<file path="src/rtl/dfr_pkg.sv">
// ============================================================================
//  Module      : dfr_pkg
//  Description : Shared types, constants and the phase-selection helper for
//                the DFR phase sequencer.
//  Contents    : CNT_W, phase_t, seq_state_t and next_phase().
//  Revision    : 1.0 - initial release
// ============================================================================
`default_nettype none

package dfr_pkg;

  localparam int CNT_W = 32;

  typedef enum logic [1:0] {
    PH_IDLE  = 2'd0,
    PH_INIT  = 2'd1,
    PH_TRAIN = 2'd2,
    PH_TEST  = 2'd3
  } phase_t;

  typedef enum logic [2:0] {
    IDLE      = 3'd0,
    SEL_PHASE = 3'd1,
    FETCH     = 3'd2,
    STEP      = 3'd3,
    DONE      = 3'd4
  } seq_state_t;

  // First phase strictly after cur (INIT -> TRAIN -> TEST) whose count is
  // nonzero. PH_IDLE as the result means no phase remains.
  function automatic phase_t next_phase(input phase_t cur,
                                        input logic   init_nz,
                                        input logic   train_nz,
                                        input logic   test_nz);
    phase_t nxt;
    nxt = PH_IDLE;
    case (cur)
      PH_IDLE: begin
        if (init_nz)       nxt = PH_INIT;
        else if (train_nz) nxt = PH_TRAIN;
        else if (test_nz)  nxt = PH_TEST;
      end
      PH_INIT: begin
        if (train_nz)      nxt = PH_TRAIN;
        else if (test_nz)  nxt = PH_TEST;
      end
      PH_TRAIN: begin
        if (test_nz)       nxt = PH_TEST;
      end
      default: nxt = PH_IDLE;
    endcase
    return nxt;
  endfunction

endpackage

`default_nettype wire

</file>
<file path="src/rtl/dfr_seq_counter.sv">
// ============================================================================
//  Module      : dfr_seq_counter
//  Description : Wrapping up-counter with synchronous clear and a last-item
//                flag (value == limit-1).
//  Ports       : S_AXI_ACLK, Local_Reset (async, active-high)
//                clr    - clear to 0 (wins over inc)
//                inc    - increment by one, modulo 2^WIDTH
//                limit  - item count; is_last compares against limit-1
//                value  - current count
//                is_last- value equals limit-1
//  Revision    : 1.0 - initial release
// ============================================================================
`default_nettype none

module dfr_seq_counter #(
  parameter int WIDTH = 32
) (
  input  logic             S_AXI_ACLK,
  input  logic             Local_Reset,
  input  logic             clr,
  input  logic             inc,
  input  logic [WIDTH-1:0] limit,
  output logic [WIDTH-1:0] value,
  output logic             is_last
);

  logic [WIDTH-1:0] value_d;
  logic [WIDTH-1:0] value_q;

  always_comb begin
    value_d = value_q;
    if (clr)      value_d = '0;
    else if (inc) value_d = value_q + WIDTH'(1);
  end

  always_ff @(posedge S_AXI_ACLK or posedge Local_Reset) begin
    if (Local_Reset) value_q <= '0;
    else             value_q <= value_d;
  end

  assign value   = value_q;
  // limit==0 wraps to all-ones here; callers never ask for is_last then.
  assign is_last = (value_q == (limit - WIDTH'(1)));

endmodule

`default_nettype wire

</file>
<file path="src/rtl/dfr_phase_sequencer.sv">
// ============================================================================
//  Module      : dfr_phase_sequencer
//  Description : Runs one DFR experiment (INIT, TRAIN, TEST). Each phase
//                fetches its samples over a req/ack port and holds each
//                sample for a fixed number of reservoir steps issued over a
//                valid/ready handshake.
//  Ports       : S_AXI_ACLK, Local_Reset (async, active-high)
//                start, abort            - control from the AXI block
//                num_*                   - counts, latched on start
//                sample_req/addr/ack     - sample fetch port
//                step_valid/ready        - reservoir step handshake
//                capture_en              - step qualifier, TRAIN only
//                phase, step_idx         - progress indicators
//                busy, done              - status to the AXI block
//  Revision    : 1.0 - initial release
// ============================================================================
`default_nettype none

module dfr_phase_sequencer #(
  parameter int CNT_W = dfr_pkg::CNT_W
) (
  input  logic             S_AXI_ACLK,
  input  logic             Local_Reset,
  input  logic             start,
  input  logic             abort,
  input  logic [CNT_W-1:0] num_init_samples,
  input  logic [CNT_W-1:0] num_train_samples,
  input  logic [CNT_W-1:0] num_test_samples,
  input  logic [CNT_W-1:0] num_steps_per_sample,
  output logic             sample_req,
  output logic [CNT_W-1:0] sample_addr,
  input  logic             sample_ack,
  output logic             step_valid,
  input  logic             step_ready,
  output logic             capture_en,
  output logic [1:0]       phase,
  output logic [CNT_W-1:0] step_idx,
  output logic             busy,
  output logic             done
);

  import dfr_pkg::*;

  seq_state_t       state_d, state_q;
  phase_t           phase_d, phase_q;
  logic [CNT_W-1:0] init_sh_d, init_sh_q;
  logic [CNT_W-1:0] train_sh_d, train_sh_q;
  logic [CNT_W-1:0] test_sh_d, test_sh_q;
  logic [CNT_W-1:0] steps_sh_d, steps_sh_q;
  // Global address of sample 0 of the current phase.
  logic [CNT_W-1:0] base_d, base_q;

  logic             samp_clr, samp_inc, samp_last;
  logic             step_clr, step_inc, step_last;
  logic             sample_done;
  logic [CNT_W-1:0] samp_limit, samp_value, step_value;
  phase_t           sel_phase;

  dfr_seq_counter #(.WIDTH(CNT_W)) u_sample_cnt (
    .S_AXI_ACLK (S_AXI_ACLK),
    .Local_Reset(Local_Reset),
    .clr        (samp_clr),
    .inc        (samp_inc),
    .limit      (samp_limit),
    .value      (samp_value),
    .is_last    (samp_last)
  );

  dfr_seq_counter #(.WIDTH(CNT_W)) u_step_cnt (
    .S_AXI_ACLK (S_AXI_ACLK),
    .Local_Reset(Local_Reset),
    .clr        (step_clr),
    .inc        (step_inc),
    .limit      (steps_sh_q),
    .value      (step_value),
    .is_last    (step_last)
  );

  assign sel_phase = next_phase(phase_q, (init_sh_q != '0),
                                (train_sh_q != '0), (test_sh_q != '0));

  always_comb begin
    samp_limit = '0;
    case (phase_q)
      PH_INIT:  samp_limit = init_sh_q;
      PH_TRAIN: samp_limit = train_sh_q;
      PH_TEST:  samp_limit = test_sh_q;
      default:  samp_limit = '0;
    endcase
  end

  always_comb begin
    state_d     = state_q;
    phase_d     = phase_q;
    base_d      = base_q;
    init_sh_d   = init_sh_q;
    train_sh_d  = train_sh_q;
    test_sh_d   = test_sh_q;
    steps_sh_d  = steps_sh_q;
    samp_clr    = 1'b0;
    samp_inc    = 1'b0;
    step_clr    = 1'b0;
    step_inc    = 1'b0;
    sample_done = 1'b0;

    if (abort) begin
      state_d = IDLE;
    end else begin
      case (state_q)
        IDLE: begin
          if (start) begin
            init_sh_d  = num_init_samples;
            train_sh_d = num_train_samples;
            test_sh_d  = num_test_samples;
            steps_sh_d = num_steps_per_sample;
            phase_d    = PH_IDLE;
            base_d     = '0;
            samp_clr   = 1'b1;
            step_clr   = 1'b1;
            state_d    = SEL_PHASE;
          end
        end
        SEL_PHASE: begin
          if (sel_phase == PH_IDLE) begin
            state_d = DONE;
          end else begin
            phase_d  = sel_phase;
            samp_clr = 1'b1;
            state_d  = FETCH;
          end
        end
        FETCH: begin
          if (sample_ack) begin
            step_clr = 1'b1;
            if (steps_sh_q == '0) sample_done = 1'b1;
            else                  state_d     = STEP;
          end
        end
        STEP: begin
          if (step_ready) begin
            step_inc = 1'b1;
            if (step_last) sample_done = 1'b1;
          end
        end
        DONE:    state_d = IDLE;
        default: state_d = IDLE;
      endcase

      // Closing a phase folds its sample count into the base and clears the
      // sample counter, so sample_addr stays contiguous across phases.
      if (sample_done) begin
        if (samp_last) begin
          samp_clr = 1'b1;
          base_d   = base_q + samp_limit;
          state_d  = SEL_PHASE;
        end else begin
          samp_inc = 1'b1;
          state_d  = FETCH;
        end
      end
    end
  end

  always_ff @(posedge S_AXI_ACLK or posedge Local_Reset) begin
    if (Local_Reset) begin
      state_q    <= IDLE;
      phase_q    <= PH_IDLE;
      base_q     <= '0;
      init_sh_q  <= '0;
      train_sh_q <= '0;
      test_sh_q  <= '0;
      steps_sh_q <= '0;
    end else begin
      state_q    <= state_d;
      phase_q    <= phase_d;
      base_q     <= base_d;
      init_sh_q  <= init_sh_d;
      train_sh_q <= train_sh_d;
      test_sh_q  <= test_sh_d;
      steps_sh_q <= steps_sh_d;
    end
  end

  assign busy        = (state_q != IDLE);
  assign done        = (state_q == DONE);
  assign sample_req  = (state_q == FETCH);
  assign step_valid  = (state_q == STEP);
  assign capture_en  = step_valid && (phase_q == PH_TRAIN);
  assign sample_addr = base_q + samp_value;
  assign step_idx    = step_value;

  // In SEL_PHASE the upcoming phase is shown, so the phase output is valid
  // from the first busy cycle and a skipped phase never appears.
  always_comb begin
    phase = phase_q;
    if (state_q == IDLE)
      phase = PH_IDLE;
    else if ((state_q == SEL_PHASE) && (sel_phase != PH_IDLE))
      phase = sel_phase;
  end

endmodule

`default_nettype wire
</file>
<file path="config.mk">
export PLATFORM = sky130hd
export DESIGN_NAME = dfr_phase_sequencer
export DESIGN_NICKNAME = d
export VERILOG_FILES = /design/src/rtl/dfr_pkg.sv /design/src/rtl/dfr_seq_counter.sv /design/src/rtl/dfr_phase_sequencer.sv
export SDC_FILE = /design/constraint.sdc
export NUM_CORES = 1
export LEC_CHECK = 0
export CORE_UTILIZATION = 57
export DETAILED_ROUTE_END_ITERATION = 16
export GPL_ROUTABILITY_DRIVEN = 0
export PLACE_DENSITY = 0.82
export SYNTH_ARGS = -nofsm -noshare
export SYNTH_HDL_FRONTEND = slang
export SYNTH_HIERARCHICAL = 1
export SYNTH_SLANG_ARGS = --single-unit
</file>
<file path="constraint.sdc">
create_clock -name S_AXI_ACLK -period 7.6 [get_ports S_AXI_ACLK]
set_input_delay 1.9 -clock S_AXI_ACLK [delete_from_list [all_inputs] [get_ports S_AXI_ACLK]]
set_output_delay 1.9 -clock S_AXI_ACLK [all_outputs]
set_load 0.005 [all_outputs]
</file>
# Word-level counts from Yosys, hierarchy flattened
# Cells that the tools add are included.
# classes
addsub	6
eq_ne	15
muxes	47
bitwise_logic	1
reduce_logical	17
# ops
operator	n
$mux W32	8
$pmux W32 S3	1
$reduce_bool A32 Y1	3
$add A32 B1 Y32 const B	2
$add A32 B32 Y32	2
$eq A32 B32 Y1	2
$sub A32 B1 Y32 const B	2
$logic_not A32 Y1	1
$mux W1	18
$mux W3	6
$mux W2	8
$pmux W3 S4	1
$ne A4 B3 Y1 const B	2
$reduce_and A4 Y1	2
$reduce_bool A2 Y1	4
$eq A3 B2 Y1 const B	2
$pmux W1 S2	3
$pmux W2 S3	1
$eq A2 B2 Y1 const B	2
$logic_not A2 Y1	2
$ne A2 B2 Y1 const B	2
$ne A4 B2 Y1 const B	1
$pmux W2 S2	1
$eq A3 B1 Y1 const B	1
8 further kinds	9
# totals
ff_bits	229
in_bits	134
output_inout_bits	71
elab_cells	95

# Depth between registers and ports, before layout
# depth
depth_word	12
mapped_depth	28
depth_no_buf	23

# Modules after synthesis
# Netlist, hierarchy kept.
# modules_own_cells
module	instances	cells_each	area_each_um2	seq_area_each_um2
dfr_phase_sequencer	1	1010	10192.3	4129.0
dfr_seq_counter at u_step_cnt	1	305	2645.0	800.8
dfr_seq_counter at u_sample_cnt	1	311	2593.7	800.8

# Worst setup path before layout
# No wires, ideal clock.
# synth_timing
kind	flip-flop to flip-flop
startpoint	register phase_q[1]
endpoint	register u_sample_cnt.value_q[26], in the netlist u_sample_cnt/value[26]
setup_time_ns	0.132
t_arrival_ns	5.989
t_required_ns	7.468
slack_ns	1.479
path_stages_with_launch	24
n_path_buf	4
period_less_slack_ns	6.121
cell_sequence	dfrtp_1 -> clkbuf_1 -> buf_1 -> mux2i_1 -> o21ai_0 -> or4_4 -> nor4_4 -> nand4_2 -> nor3_1 -> a31oi_1 -> or4_4 -> nor4_2 -> nand2_1 -> a21o_1 -> clkbuf_1 -> o31ai_1 -> clkbuf_1 -> o211ai_1 -> nor4_1 -> nand2_1 -> nor2_1 -> nand3_1 -> xor2_1 -> nor2_1
# synth_via
word_cells_on_any_way	19
cone_classes	add/sub (1); eq/ne (4); mux (11); reduce/logical (3)
# synth_rtl
element	line_no	source
from (decl)	dfr_phase_sequencer.sv:45	phase_t phase_d, phase_q;
from (signal assigned)	dfr_phase_sequencer.sv:175	phase_q <= phase_d;
$eq A2 B2 Y1 or $eq A2 B1 Y1 (tied branches)	dfr_phase_sequencer.sv:84	case (phase_q)
$pmux W32 S3 *	dfr_phase_sequencer.sv:84	
via samp_limit[7]	dfr_phase_sequencer.sv:56	logic [CNT_W-1:0] samp_limit, samp_value, step_value;
$sub A32 B1 Y32 *	dfr_seq_counter.sv:43	assign is_last = (value_q == (limit - WIDTH'(1)));
$eq A32 B32 Y1 *	dfr_seq_counter.sv:43	
via samp_last	dfr_phase_sequencer.sv:53	logic samp_clr, samp_inc, samp_last;
$mux W1 *	dfr_phase_sequencer.sv:152	if (samp_last) begin
$mux W1 *	dfr_phase_sequencer.sv:151	if (sample_done) begin
$mux W1 *	dfr_phase_sequencer.sv:106	if (abort) begin
via samp_clr	dfr_phase_sequencer.sv:53	
$mux W32 or $reduce_bool A2 Y1 (tied branches)	-	
to (signal assigned)	dfr_seq_counter.sv:38	else value_q <= value_d;
to (decl)	dfr_seq_counter.sv:28	logic [WIDTH-1:0] value_q;
# Mark *: on every way through the listed nets, which the timed path passes. The rest lies on a longest branch.
# A chain may end at the register's enable or synchronous reset.

# Worst setup path in the final report
# layout_timing
startpoint	register phase_q[0]
endpoint	register u_sample_cnt.value_q[26], in the netlist u_sample_cnt/value[26]
# Same word-level chain as after synthesis.

==> impl_results.md <==
- Run status: complete, but fails checks
- Violated checks: DRC
- WL per Instance: around 20 um
- Leakage: approximately 7.8 nW
- Sequential area share after synthesis: 0.371
- Largest net degree at the start of global routing: ~120
- GR Overflow Total: 0
- Final hold viol count: 0
- Avg Vias per Cell: 6.37
- VDD IR-drop max: 0.000233 V
- Placed instance count: ~2100
- Fin crit period: around 7.0 ns
- Syn Nets: 1828
- Post-synthesis mux area share: 0.120
- Hold Crit Start: train_sh_q[14]
- WS Path Type: register to register
- Netlist cell types: 79
- Fmax: between 100 and 150 MHz
- Synthesis-stage register bit count: about 230
- Asr flop ratio synth: 1.00
- Worst setup SP type: register
- ANT nets after route: 0
- Drc violations: 3
- Final std cells w/o fill: between 2000 and 2500
- Syn Area/Cell: approximately 9.5 sq um
- All-Layer GR Usage: 0.317
- Place WS: about 0.83 ns
- PwrDens: 318 nW/um^2
- HPWL Detailed: 33500 um
- Register area: between 5000 and 6000 sq um
- CTS tree: built
- Initial antenna violation count: 0
- Yosys warning count: 6
- Crit path max fanout: 34
- CP startpoint: phase_q[0]
- XOR/XNOR Fraction of Synth Area: 0.108
- Mapped cell area: about 15000 sq um
- Adder-cell area share of the yosys netlist: 0.0561
- Worst Skew: 0.0203 ns
- Core ar.: 26300 sq um
- Clk sinks: roughly 230
- Final slew viol count: 0
- Setup TNS: 0 ns
- Global-route wire length before repair: around 71000 um
- # hold bufs at CTS: 0
- Reg2reg start: phase_q[0]
- Worst setup margin: 0.631 ns
- First-iteration detailed-routing DRC count: approximately 1700
- HP Class: register to register
- Detailed Route WL: approximately 44000 um
- MaxCap Viol Count: 0
- Post_cts resized: 0
- EDFF count, synth: 0
- Largest family of logic cells by synthesized area: simple AND/OR/NAND/NOR gates
- Die height: 167 um
- Layout cells sized above 1: 0.118
- Number of diodes: 0
- Complex-gate fraction of the synthesized area: 0.129
- Area Growth Syn to Fin: 21.0%
- PortBufs: between 200 and 250
- H-Tree Level Count: 1
- TritonCTS Buffers: 24
- DIE AREA: around 28000 sq um
- Drt first pass iters: 12
- Arrival time at the worst endpoint: 7.38 ns
- RSZ-0062 raised after global routing: no
- Vias in the first global route: 13086
- Post-CTS setup buffer count: 0
- Gate Count Post-Synth: approximately 1600
- Post-synthesis simple-gate area fraction: 0.192
- IO Pins: slightly above 200
- Initial core utilization: 0.587
- Top FF cell, synth: dfrtp_1
- Multi-input logic area: between 9000 and 10000 sq um
- Via Count: about 14000
- Worst EP required: 8.01 ns
- Core Rows: ~60
- CTS Buffer Depth: 3
- Worst Tran Pin Value: ~1.2 ns
- Tcrit/Tclk final: 0.917
- Setup-failing EPs final: 0
- Total design power: 5.95 mW
- Slew margin rel.: 0.222
- Nets: just over 2000
- Hold slack: 0.542 ns
- Root Buffer: clkbuf_16
- Worst setup EP type: register
- Clock slew at reported path FFs: ~0.070 ns
- Worst-Skew Late Latency: around 0.54 ns
- Fill cell count: 1869
- Die X: roughly 170 um
==> state kept, by name, summed over array words and instances, names as in the netlist, 3 cells and up <==
register and cells:
base_q 32, state_q 3, init_sh_q 32, steps_sh_q 32
u_step_cnt/value 32, u_sample_cnt/value 32, train_sh_q 32, test_sh_q 32
==> metrics by stage <==
| stage | cell area, sq um | utilization |
|---|---|---|
| after floorplan | 15400 | - |
| after global placement | 17800 | 0.678 |
| after detailed placement | 17800 | 0.678 |
| after CTS | 18700 | 0.711 |
| after global routing | 18700 | 0.711 |
| final | 18700 | 0.711 |
==> per-layer routing <==
| metal | vias to the layer above | wire length (um) | GRT usage |
|---|---|---|---|
| li1 | 6317 | - | - |
| met1 | 6607 | 19300 | 0.464 |
| met4 | 0 | 1540 | 0.104 |
| met2 | 756 | 19200 | 0.479 |
| met3 | 122 | 3980 | 0.0497 |
| met5 | - | 0 | 0 |
==> critical path: stages, from the launching register on <==
cell       delay, ns
dfrtp_1         0.44
inv_1           0.63
o21ai_0         0.55
nor4_1          0.61
nand4_1         0.22
or4_1           0.61
nand2b_1        0.19
a2111oi_0       0.37
nand4_1         0.17
nor4_2          0.45
nand2_1         0.19
a21o_1          0.21
buf_4           0.24
o31ai_4         0.10
buf_4           0.35
o211ai_1        0.20
nor4_1          0.38
buf_4           0.20
nand2_1         0.09
nor2_1          0.26
nand3_1         0.14
xor2_1          0.16
nor2_1          0.05
==> logic make-up (layout without fill, tap and decap cells) <==
group           count (synthesis)  in the layout
compound gates                315            315
xor+xnor                      191            191
fa+ha+maj                      68             68
buf+inv                        92            298
flops                         229            229
mux                           169            169
simple gates                  562            562
==> layout make-up <==
class / instances / share of cell area
clock buffer: 32 / 0.0381
sequential: 229 / 0.307
multi-input combinational: 1305 / 0.502
tap: 335 / 0.0224
clock inverter: 11 / 0.00791
inverter: 41 / 0.00851
timing repair buffer: 214 / 0.114
==> power breakdown <==
part           switching (mW)  leakage [nW]  internal (mW)
Sequential              0.543          2.91           1.58
Clock                   0.505         0.412          0.761
Combinational            1.38          4.46           1.18
==> cells in the final DEF (no fill, tap or decap), types with 34 or more instances in the layout <==
master,n
nand3_1,41
mux2i_1,39
mux2_2,129
nor3_1,34
clkdlybuf4s50_1,204
xnor2_1,102
nor4_1,53
ha_1,66
nand2_1,133
a21oi_1,68
xor2_1,89
nand4_1,38
nor2_1,141
o21ai_0,108
inv_1,40
dfrtp_1,228
==> cell usage after synthesis, types with 10 or more instances <==
master | instances | area [sq um]
ha_1 | 66 | 826
clkbuf_1 | 43 | 161
mux2i_1 | 39 | 390
and3_1 | 13 | 81.3
xnor2_1 | 102 | 893
or3_1 | 12 | 75.1
nand2_1 | 133 | 499
o211ai_1 | 10 | 75.1
inv_1 | 41 | 154
a21o_1 | 32 | 240
nor4_1 | 53 | 332
o21ai_0 | 108 | 541
nor2b_1 | 19 | 119
mux2_2 | 129 | 1450
nor2_1 | 143 | 537
nand3_1 | 41 | 205
a21oi_1 | 69 | 345
nor3_1 | 34 | 170
xor2_1 | 89 | 780
a31oi_1 | 12 | 75.1
dfrtp_1 | 229 | 5730
nand4_1 | 38 | 238
or4_1 | 12 | 90.1
==> final timing paths <==
check / end / slack (ns) / depth (start not counted)
setup / recovery: u_sample_cnt/value[26] / 0.63 / 22
hold reg to reg: train_sh_q[14] / 0.54 / 1
min in group asynchronous: u_step_cnt/value[19] / 1.97 / 3
hold / removal: train_sh_q[14] / 0.54 / 1
setup reg to reg: u_sample_cnt/value[26] / 0.63 / 22
max in group asynchronous: train_sh_q[0] / 4.24 / 3
No activity file was read; power rests on OpenSTA's default activity.
